==> src/rtl/fetch_unit_pkg.sv <==
// Shared core types for the fetch stage: data width, reset PC, FSM states, queue entry.
package fetch_unit_pkg;

  localparam int XLEN = 32;
  localparam logic [XLEN-1:0] RESET_PC_DEFAULT = 32'h0000_0000;

  typedef enum logic [1:0] {
    BOOT  = 2'd0,
    FETCH = 2'd1,
    TRAP  = 2'd2
  } fetch_state_e;

  typedef struct packed {
    logic [XLEN-1:0] pc;
    logic [XLEN-1:0] inst;
  } fq_entry_t;

endpackage

==> src/rtl/fetch_unit_if.sv <==
// Fetch stage bus bundle: imem request/response, redirect from execute, decode handshake.
// master = fetch unit side, slave = memory/execute/decode side.
interface fetch_unit_if;
  import fetch_unit_pkg::*;

  logic            imem_req_valid;
  logic            imem_req_ready;
  logic [XLEN-1:0] imem_req_addr;
  logic            imem_rsp_valid;
  logic [XLEN-1:0] imem_rsp_data;
  logic            redirect_valid;
  logic [XLEN-1:0] redirect_pc;
  logic            if_valid;
  logic            if_ready;
  logic [XLEN-1:0] if_pc;
  logic [XLEN-1:0] if_inst;
  logic            fetch_misalign;

  modport master (
    output imem_req_valid, imem_req_addr, if_valid, if_pc, if_inst, fetch_misalign,
    input  imem_req_ready, imem_rsp_valid, imem_rsp_data, redirect_valid, redirect_pc, if_ready
  );

  modport slave (
    input  imem_req_valid, imem_req_addr, if_valid, if_pc, if_inst, fetch_misalign,
    output imem_req_ready, imem_rsp_valid, imem_rsp_data, redirect_valid, redirect_pc, if_ready
  );

endinterface

==> src/rtl/fetch_unit_fifo.sv <==
// fetch_fifo: synchronous FIFO with flush; registered storage, dout shows the head entry.
// Latency: push visible at dout the cycle after; push while full is accepted only with a pop.
module fetch_fifo #(
  parameter int WIDTH = 32,
  parameter int DEPTH = 2
) (
  input  logic                     clk,
  input  logic                     rst_n,
  input  logic                     flush,
  input  logic                     push,
  input  logic [WIDTH-1:0]         din,
  input  logic                     pop,
  output logic [WIDTH-1:0]         dout,
  output logic [$clog2(DEPTH):0]   count,
  output logic                     full,
  output logic                     empty
);

  localparam int AW = $clog2(DEPTH);

  logic [WIDTH-1:0] mem [DEPTH];
  logic [AW-1:0]    wr_ptr;
  logic [AW-1:0]    rd_ptr;
  logic             do_push;
  logic             do_pop;

  assign empty   = (count == '0);
  assign full    = (count == (AW+1)'(DEPTH));
  assign do_pop  = pop && !empty;
  assign do_push = push && (!full || do_pop);
  assign dout    = mem[rd_ptr];

  always_ff @(posedge clk or negedge rst_n) begin
    if (!rst_n) begin
      wr_ptr <= '0;
      rd_ptr <= '0;
      count  <= '0;
      for (int i = 0; i < DEPTH; i++) mem[i] <= '0;
    end else if (flush) begin
      wr_ptr <= '0;
      rd_ptr <= '0;
      count  <= '0;
    end else begin
      if (do_push) begin
        mem[wr_ptr] <= din;
        wr_ptr      <= wr_ptr + AW'(1);
      end
      if (do_pop) rd_ptr <= rd_ptr + AW'(1);
      case ({do_push, do_pop})
        2'b10:   count <= count + (AW+1)'(1);
        2'b01:   count <= count - (AW+1)'(1);
        default: count <= count;
      endcase
    end
  end

endmodule

==> src/rtl/fetch_unit.sv <==
// RV32I fetch stage: PC, imem requests, in-order queue to decode; optional FETCH_MISALIGN_TRAP_EN.
// Latency: response -> if_valid next cycle; redirect -> new request next cycle when capacity allows.
// Backpressure: requests issue only while in-flight + queued (minus a pop) < BUF_DEPTH.
module fetch_unit
  import fetch_unit_pkg::*;
#(
  parameter logic [XLEN-1:0] RESET_PC  = RESET_PC_DEFAULT,
  parameter int              BUF_DEPTH = 2
) (
  input  logic         clk,
  input  logic         rst_n,
  fetch_unit_if.master bus
);

  localparam int CW = $clog2(BUF_DEPTH) + 1;

  fetch_state_e    state_q, state_d;
  logic [XLEN-1:0] pc_q, pc_d;
  logic [CW-1:0]   outst_q, outst_d;
  logic [CW-1:0]   drop_q, drop_d;
  logic [CW:0]     inflight;

  logic            redir;
  logic            redir_mis;
  logic            req_fire;
  logic            if_fire;
  logic            rsp_keep;
  logic            flush;

  fq_entry_t       q_din, q_dout;
  logic [CW-1:0]   q_count;
  logic            q_full, q_empty;
  logic [XLEN-1:0] pcf_dout;
  logic [CW-1:0]   pcf_count;
  logic            pcf_full, pcf_empty;
  logic            unused_ok;

  assign redir = bus.redirect_valid;

`ifdef FETCH_MISALIGN_TRAP_EN
  assign redir_mis          = redir && (bus.redirect_pc[1:0] != 2'b00);
  assign flush              = redir || (state_q == TRAP);
  assign bus.fetch_misalign = (state_q == TRAP);
`else
  assign redir_mis          = 1'b0;
  assign flush              = redir;
  assign bus.fetch_misalign = 1'b0;
`endif

  // A same-cycle pop frees a queue slot, which keeps a 1-cycle memory at full rate.
  // The sum can only shrink while a request waits, so a raised request never drops on its own.
  assign if_fire  = bus.if_valid && bus.if_ready;
  assign inflight = {1'b0, outst_q} + {1'b0, q_count} - {{CW{1'b0}}, if_fire};

  assign bus.imem_req_valid = (state_q == FETCH) && !redir && (inflight < (CW+1)'(BUF_DEPTH));
  assign bus.imem_req_addr  = pc_q;
  assign req_fire           = bus.imem_req_valid && bus.imem_req_ready;
  assign rsp_keep           = bus.imem_rsp_valid && (drop_q == '0) && !redir;

  assign bus.if_valid = !q_empty && !redir;
  assign bus.if_pc    = q_dout.pc;
  assign bus.if_inst  = q_dout.inst;

  assign q_din.pc   = pcf_dout;
  assign q_din.inst = bus.imem_rsp_data;

  assign unused_ok = ^{pcf_count, pcf_full, pcf_empty, q_full, bus.redirect_pc[1:0], redir_mis};

  always_comb begin
    state_d = state_q;
    pc_d    = pc_q;
    outst_d = outst_q;
    drop_d  = drop_q;

    case (state_q)
      BOOT:    state_d = FETCH;
      default: state_d = state_q;
    endcase

    if (redir) begin
      // Everything still in flight, bar a response landing now, must be discarded.
      pc_d    = {bus.redirect_pc[XLEN-1:2], 2'b00};
      outst_d = outst_q - CW'(bus.imem_rsp_valid);
      drop_d  = outst_q - CW'(bus.imem_rsp_valid);
      state_d = redir_mis ? TRAP : FETCH;
    end else begin
      if (req_fire) pc_d = pc_q + XLEN'(4);
      outst_d = outst_q + CW'(req_fire) - CW'(bus.imem_rsp_valid);
      if (bus.imem_rsp_valid && (drop_q != '0)) drop_d = drop_q - CW'(1);
    end
  end

  always_ff @(posedge clk or negedge rst_n) begin
    if (!rst_n) begin
      state_q <= BOOT;
      pc_q    <= RESET_PC;
      outst_q <= '0;
      drop_q  <= '0;
    end else begin
      state_q <= state_d;
      pc_q    <= pc_d;
      outst_q <= outst_d;
      drop_q  <= drop_d;
    end
  end

  // PCs of accepted, not-yet-returned requests, re-paired with their responses in order.
  fetch_fifo #(.WIDTH(XLEN), .DEPTH(BUF_DEPTH)) u_pc_fifo (
    .clk   (clk),
    .rst_n (rst_n),
    .flush (flush),
    .push  (req_fire),
    .din   (pc_q),
    .pop   (rsp_keep),
    .dout  (pcf_dout),
    .count (pcf_count),
    .full  (pcf_full),
    .empty (pcf_empty)
  );

  fetch_fifo #(.WIDTH($bits(fq_entry_t)), .DEPTH(BUF_DEPTH)) u_inst_fifo (
    .clk   (clk),
    .rst_n (rst_n),
    .flush (flush),
    .push  (rsp_keep),
    .din   (q_din),
    .pop   (if_fire),
    .dout  (q_dout),
    .count (q_count),
    .full  (q_full),
    .empty (q_empty)
  );

endmodule

==> src/flat_wrapper.sv <==
// flat-port wrapper written by rule: the top's interface ports become plain ports
module fetch_unit_flat import fetch_unit_pkg::*;
#(
  parameter logic [XLEN-1:0] RESET_PC  = RESET_PC_DEFAULT,
  parameter int              BUF_DEPTH = 2
)
  (clk, rst_n, bus_imem_req_valid, bus_imem_req_addr, bus_if_valid, bus_if_pc, bus_if_inst, bus_fetch_misalign, bus_imem_req_ready, bus_imem_rsp_valid, bus_imem_rsp_data, bus_redirect_valid, bus_redirect_pc, bus_if_ready);
  fetch_unit_if bus_i ();
  input  logic clk;
  input  logic rst_n;
  output wire logic [$bits(bus_i.imem_req_valid)-1:0] bus_imem_req_valid;
  output wire logic [$bits(bus_i.imem_req_addr)-1:0] bus_imem_req_addr;
  output wire logic [$bits(bus_i.if_valid)-1:0] bus_if_valid;
  output wire logic [$bits(bus_i.if_pc)-1:0] bus_if_pc;
  output wire logic [$bits(bus_i.if_inst)-1:0] bus_if_inst;
  output wire logic [$bits(bus_i.fetch_misalign)-1:0] bus_fetch_misalign;
  input wire logic [$bits(bus_i.imem_req_ready)-1:0] bus_imem_req_ready;
  input wire logic [$bits(bus_i.imem_rsp_valid)-1:0] bus_imem_rsp_valid;
  input wire logic [$bits(bus_i.imem_rsp_data)-1:0] bus_imem_rsp_data;
  input wire logic [$bits(bus_i.redirect_valid)-1:0] bus_redirect_valid;
  input wire logic [$bits(bus_i.redirect_pc)-1:0] bus_redirect_pc;
  input wire logic [$bits(bus_i.if_ready)-1:0] bus_if_ready;
  assign bus_imem_req_valid = bus_i.imem_req_valid;
  assign bus_imem_req_addr = bus_i.imem_req_addr;
  assign bus_if_valid = bus_i.if_valid;
  assign bus_if_pc = bus_i.if_pc;
  assign bus_if_inst = bus_i.if_inst;
  assign bus_fetch_misalign = bus_i.fetch_misalign;
  assign bus_i.imem_req_ready = bus_imem_req_ready;
  assign bus_i.imem_rsp_valid = bus_imem_rsp_valid;
  assign bus_i.imem_rsp_data = bus_imem_rsp_data;
  assign bus_i.redirect_valid = bus_redirect_valid;
  assign bus_i.redirect_pc = bus_redirect_pc;
  assign bus_i.if_ready = bus_if_ready;
  fetch_unit #(.RESET_PC(RESET_PC), .BUF_DEPTH(BUF_DEPTH)) u_core (.clk(clk), .rst_n(rst_n), .bus(bus_i));
endmodule
==> config.mk <==
export PLATFORM = sky130hd
export DESIGN_NAME = fetch_unit_flat
export DESIGN_NICKNAME = d
export VERILOG_FILES = /design/src/rtl/fetch_unit_pkg.sv /design/src/rtl/fetch_unit_if.sv /design/src/rtl/fetch_unit_fifo.sv /design/src/rtl/fetch_unit.sv /design/src/flat_wrapper.sv
export SDC_FILE = /design/constraint.sdc
export NUM_CORES = 1
export LEC_CHECK = 0
export ABC_AREA = 1
export BUFFER_PORTS_ARGS = -buffer_cell sky130_fd_sc_hd__buf_2
export CAP_MARGIN = 20
export CORE_MARGIN = 10
export CORE_UTILIZATION = 55
export CTS_CLUSTER_DIAMETER = 120
export DETAILED_ROUTE_END_ITERATION = 6
export GPL_TIMING_DRIVEN = 0
export PLACE_DENSITY_LB_ADDON = 0.08
export SLEW_MARGIN = 20
export SYNTH_ARGS = -nofsm -noshare
export SYNTH_HDL_FRONTEND = slang
export SYNTH_SLANG_ARGS = --single-unit
==> constraint.sdc <==
create_clock -name clk -period 6 [get_ports clk]
set_clock_uncertainty 0.1 [all_clocks]
set_input_delay 0.9 -clock clk [delete_from_list [all_inputs] [get_ports clk]]
set_output_delay 0.9 -clock clk [all_outputs]
set_load 0.02 [all_outputs]
==> flow_summary.ini <==
[status]
outcome = finished, final reports clean

[detailed_routing]
drt_pass1_iterations = 7
dr_total_vias = 9683
via_per_inst = 5.19
post-route-drc-count = 0
avgRoutedWirePerCell_um = 16.1
antenna_left = 0
drt_first_iter_violations = 712
totalWireLength_um = 30000

[power]
p_leak_nw = 6.60
seq_power_share_pct = 39.4
comb_power_share_pct = 35.4
netSwitchingPower_w = 0.00231
switching_share_pct = 38.2
ir_drop_uv = 222
p_clk_share_pct = 25.2
power_w = 0.00605
p_int_w = 0.00373
power.density_mw_per_mm2 = 463

[clock_tree]
post_cts_buffers = 0
cts_max_path_buffers = 3
htree_num_levels = 1
insertion_delay_ns = 0.51
cts_tree = yes
root_buffer = clkbuf_16
cts_resized = 0
clkTransAtPathRegs_ns = 0.06
hold_buffers = 0
clkSinkCount = 227
cts_buffers = 25

[worst_setup_path]
r2r_setup_slack_ns = 2.64
critPathCaptureType = primary output
cp.arrival_ns = 2.88
cpLargestDelayFamily = adder cells
reg2reg_from = u_core.u_inst_fifo.count[0]
cp_cell_sequence = buf_2 > inv_2 > nand3_2 > inv_2 > ha_1 > or2_2 > fa_1 > nand3_1 > nor2_1 > buf_2
cp_slowest_cell = fa_1
critPathBufInv = 4
max_stage_delay_ns = 0.52
r2r-end = u_core.bus.imem_req_addr[22]
startpoint_type = primary input
critical_path_required_ns = 5.00
crit_type = primary input to primary output
reg2regPathDepth = 15
cp_max_fo = 8

[placed_design]
io_buffers = 161
gp_congestion = 0.927
placed_cell_area_mm2 = 0.0122
pre_cts_ws_ns = 1.98
dp_hpwl_um = 21500

[logic_synthesis]
avgSynthCellArea_um2 = 7.93
ys_seq_elements = 227
synthFlopType = dfrtp_1
synthesis.area_mm2 = 0.0110
yosysWarnings = 0
synth_edf_count = 0
synthDistinctLibCells = 33
synth_async_sr_flop_share_pct = 100
seq_area_frac_synth_pct = 51.6
synthCells = 1389

[floorplan]
die_area_mm2 = 0.0261
die_w_um = 162
start_util_pct = 56.2
num_rows = 51
pin_count = 169
core_area_mm2 = 0.0196
die_h_um = 162

[global_route]
antenna_found_initial = 0
grt_pass1_wl_um = 48800
grt_start_max_net_pins = 99
grt_pass1_vias = 9537
grt_use_total_pct = 22.6
grt-ovfl-total = 0

[timing]
slew_headroom_pct = 58.1
setup_ws_ns = 2.12
tns_ns = 0
grt_setup_unrepaired = false
hold_viol_final = 0
min_period_ns = 3.88
max_freq_ghz = 0.258
setup_viol = 0
slew_viol_final = 0
finalCritPeriodShare_pct = 64.7
tightest_slew_ns = 0.628

[final_layout]
syn_to_final_growth_pct = 18.5
final_layout_size_suffix_gt1_share_pct = 18.0
diodes = 0
nets = 1660
fin_area_mm2 = 0.0131
nFillCells = 1714
finalCoreUtilization_pct = 66.6

[job]
drv_cap = 0

[worst_hold_path]
hold_class = primary input to asynchronous set/reset pin
[through the flow]
stage,hold WS (ns),cells
after floorplan,0.348,1393
after global placement,0.360,1819
after detailed placement,0.368,1821
after CTS,0.167,1864
after global routing,0.189,1864
final,0.169,1864
[worst register-to-register path, stage by stage (launching register included)]
cell and delay [ns]:
dfrtp_1 0.39, inv_1 0.13, nand2_1 0.08, nand3_2 0.13
inv_2 0.07, ha_1 0.26, or2_2 0.30, fa_1 0.52
nand2_1 0.07, nor2_2 0.10, nand3_2 0.11, nand2_1 0.31
clkbuf_1 0.43, o21ai_0 0.13, inv_1 0.07, nand2_1 0.05
[cell usage in the layout (no fill, tap or decap), types with 2 or more instances in the layout]
cell type	Yosys	layout
nand3_1	46	46
nand3_2	3	3
nand4_1	2	2
clkbuf_8	0	5
o221ai_1	2	2
mux2_2	30	30
ha_1	6	6
inv_1	127	127
o21ai_0	161	161
nand3b_1	2	2
inv_2	5	5
conb_1	2	6
xor2_1	8	8
o21ai_1	116	116
buf_1	5	5
clkinv_2	0	5
clkbuf_2	3	3
bufinv_16	0	2
o211ai_1	7	7
nor2_1	59	59
buf_16	0	2
clkbuf_16	0	25
buf_4	19	19
dfrtp_1	227	227
o21bai_1	2	2
nor3_1	2	2
clkbuf_1	33	35
nor2_2	2	2
nand2_1	492	492
a21oi_1	4	4
clkinvlp_4	0	2
buf_2	17	177
[sequential cells by signal, summed over array words and instances (netlist names)]
name	count
u_core.u_inst_fifo.wr_ptr	1
u_core.state_q	1
u_core.u_pc_fifo.rd_ptr	1
u_core.drop_q	2
u_core.u_pc_fifo.mem	60
u_core.u_pc_fifo.wr_ptr	1
u_core.u_inst_fifo.rd_ptr	1
u_core.u_inst_fifo.count	2
u_core.outst_q	2
u_core.bus.imem_req_addr	30
u_core.u_inst_fifo.mem	124
u_core.u_pc_fifo.count	2
[logic make-up after synthesis]
logic type                 share of synthesized area (%)
DFF                                                 51.6
adders and majority gates                          0.863
and+or+nand+nor                                     22.0
xor gates and xnor gates                           0.636
other                                             0.0682
buffers and inverters                               8.00
AOI/OAI and AO/OA                                   13.8
muxes                                               3.07
[power by group through the flow]
stage	registers, W	logic (W)	clock network, W
6_report	0.00238	0.00214	0.00152
3_5_place_dp	0.00240	0.00214	0
3_3_place_gp	0.00238	0.00209	0
4_1_cts	0.00238	0.00216	0.00155
5_1_grt	0.00245	0.00239	0.00161
2_1_floorplan	0.00238	0.00143	0
[how the worst max path moves through the flow]
stage                             from                            to  slack [ns]  cells after the start
finish              bus_redirect_valid            bus_imem_req_valid        2.12                     10
CTS                 bus_redirect_valid            bus_imem_req_valid        2.10                     10
global route        bus_redirect_valid            bus_imem_req_valid        2.01                     10
global placement                 rst_n  u_core.bus.imem_req_addr[26]       -0.06                      1
floorplan           bus_redirect_valid            bus_imem_req_valid        2.41                      8
detailed placement  bus_redirect_valid  u_core.bus.imem_req_addr[22]        1.98                     15
[synthesized netlist by cell type (3+ instances only)]
cell | n | area (µm²)
xor2_1 | 8 | 70.1
o21ai_0 | 161 | 806
nand2_1 | 492 | 1850
inv_2 | 5 | 18.8
mux2_2 | 30 | 338
nor2_1 | 59 | 221
nand3_2 | 3 | 30.0
clkbuf_1 | 33 | 124
buf_4 | 19 | 143
dfrtp_1 | 227 | 5680
o21ai_1 | 116 | 581
buf_2 | 17 | 85.1
ha_1 | 6 | 75.1
buf_1 | 5 | 18.8
nand3_1 | 46 | 230
a21oi_1 | 4 | 20.0
o211ai_1 | 7 | 52.6
clkbuf_2 | 3 | 15.0
inv_1 | 127 | 477
[final cells by class]
| type | count | area [µm²] | share of cell area (%) |
|---|---|---|---|
| sequential | 227 | 5680 | 43.5 |
| multi-input combinational | 957 | 4470 | 34.2 |
| timing repair buffer | 163 | 871 | 6.67 |
| clock buffer | 32 | 702 | 5.38 |
| inverter | 132 | 495 | 3.80 |
| buffer | 77 | 385 | 2.95 |
| tap | 265 | 332 | 2.54 |
| clock inverter | 11 | 118 | 0.901 |
[routing by layer]
layer	vias up	GRT usage [%]	share of wire [%]
met2	292	36.5	46
met5	-	0	0
met1	4529	30.3	45
li1	4816	-	-
met4	0	6.00	2.0
met3	46	4.63	6.9
Power figures use the tool's default switching activity.
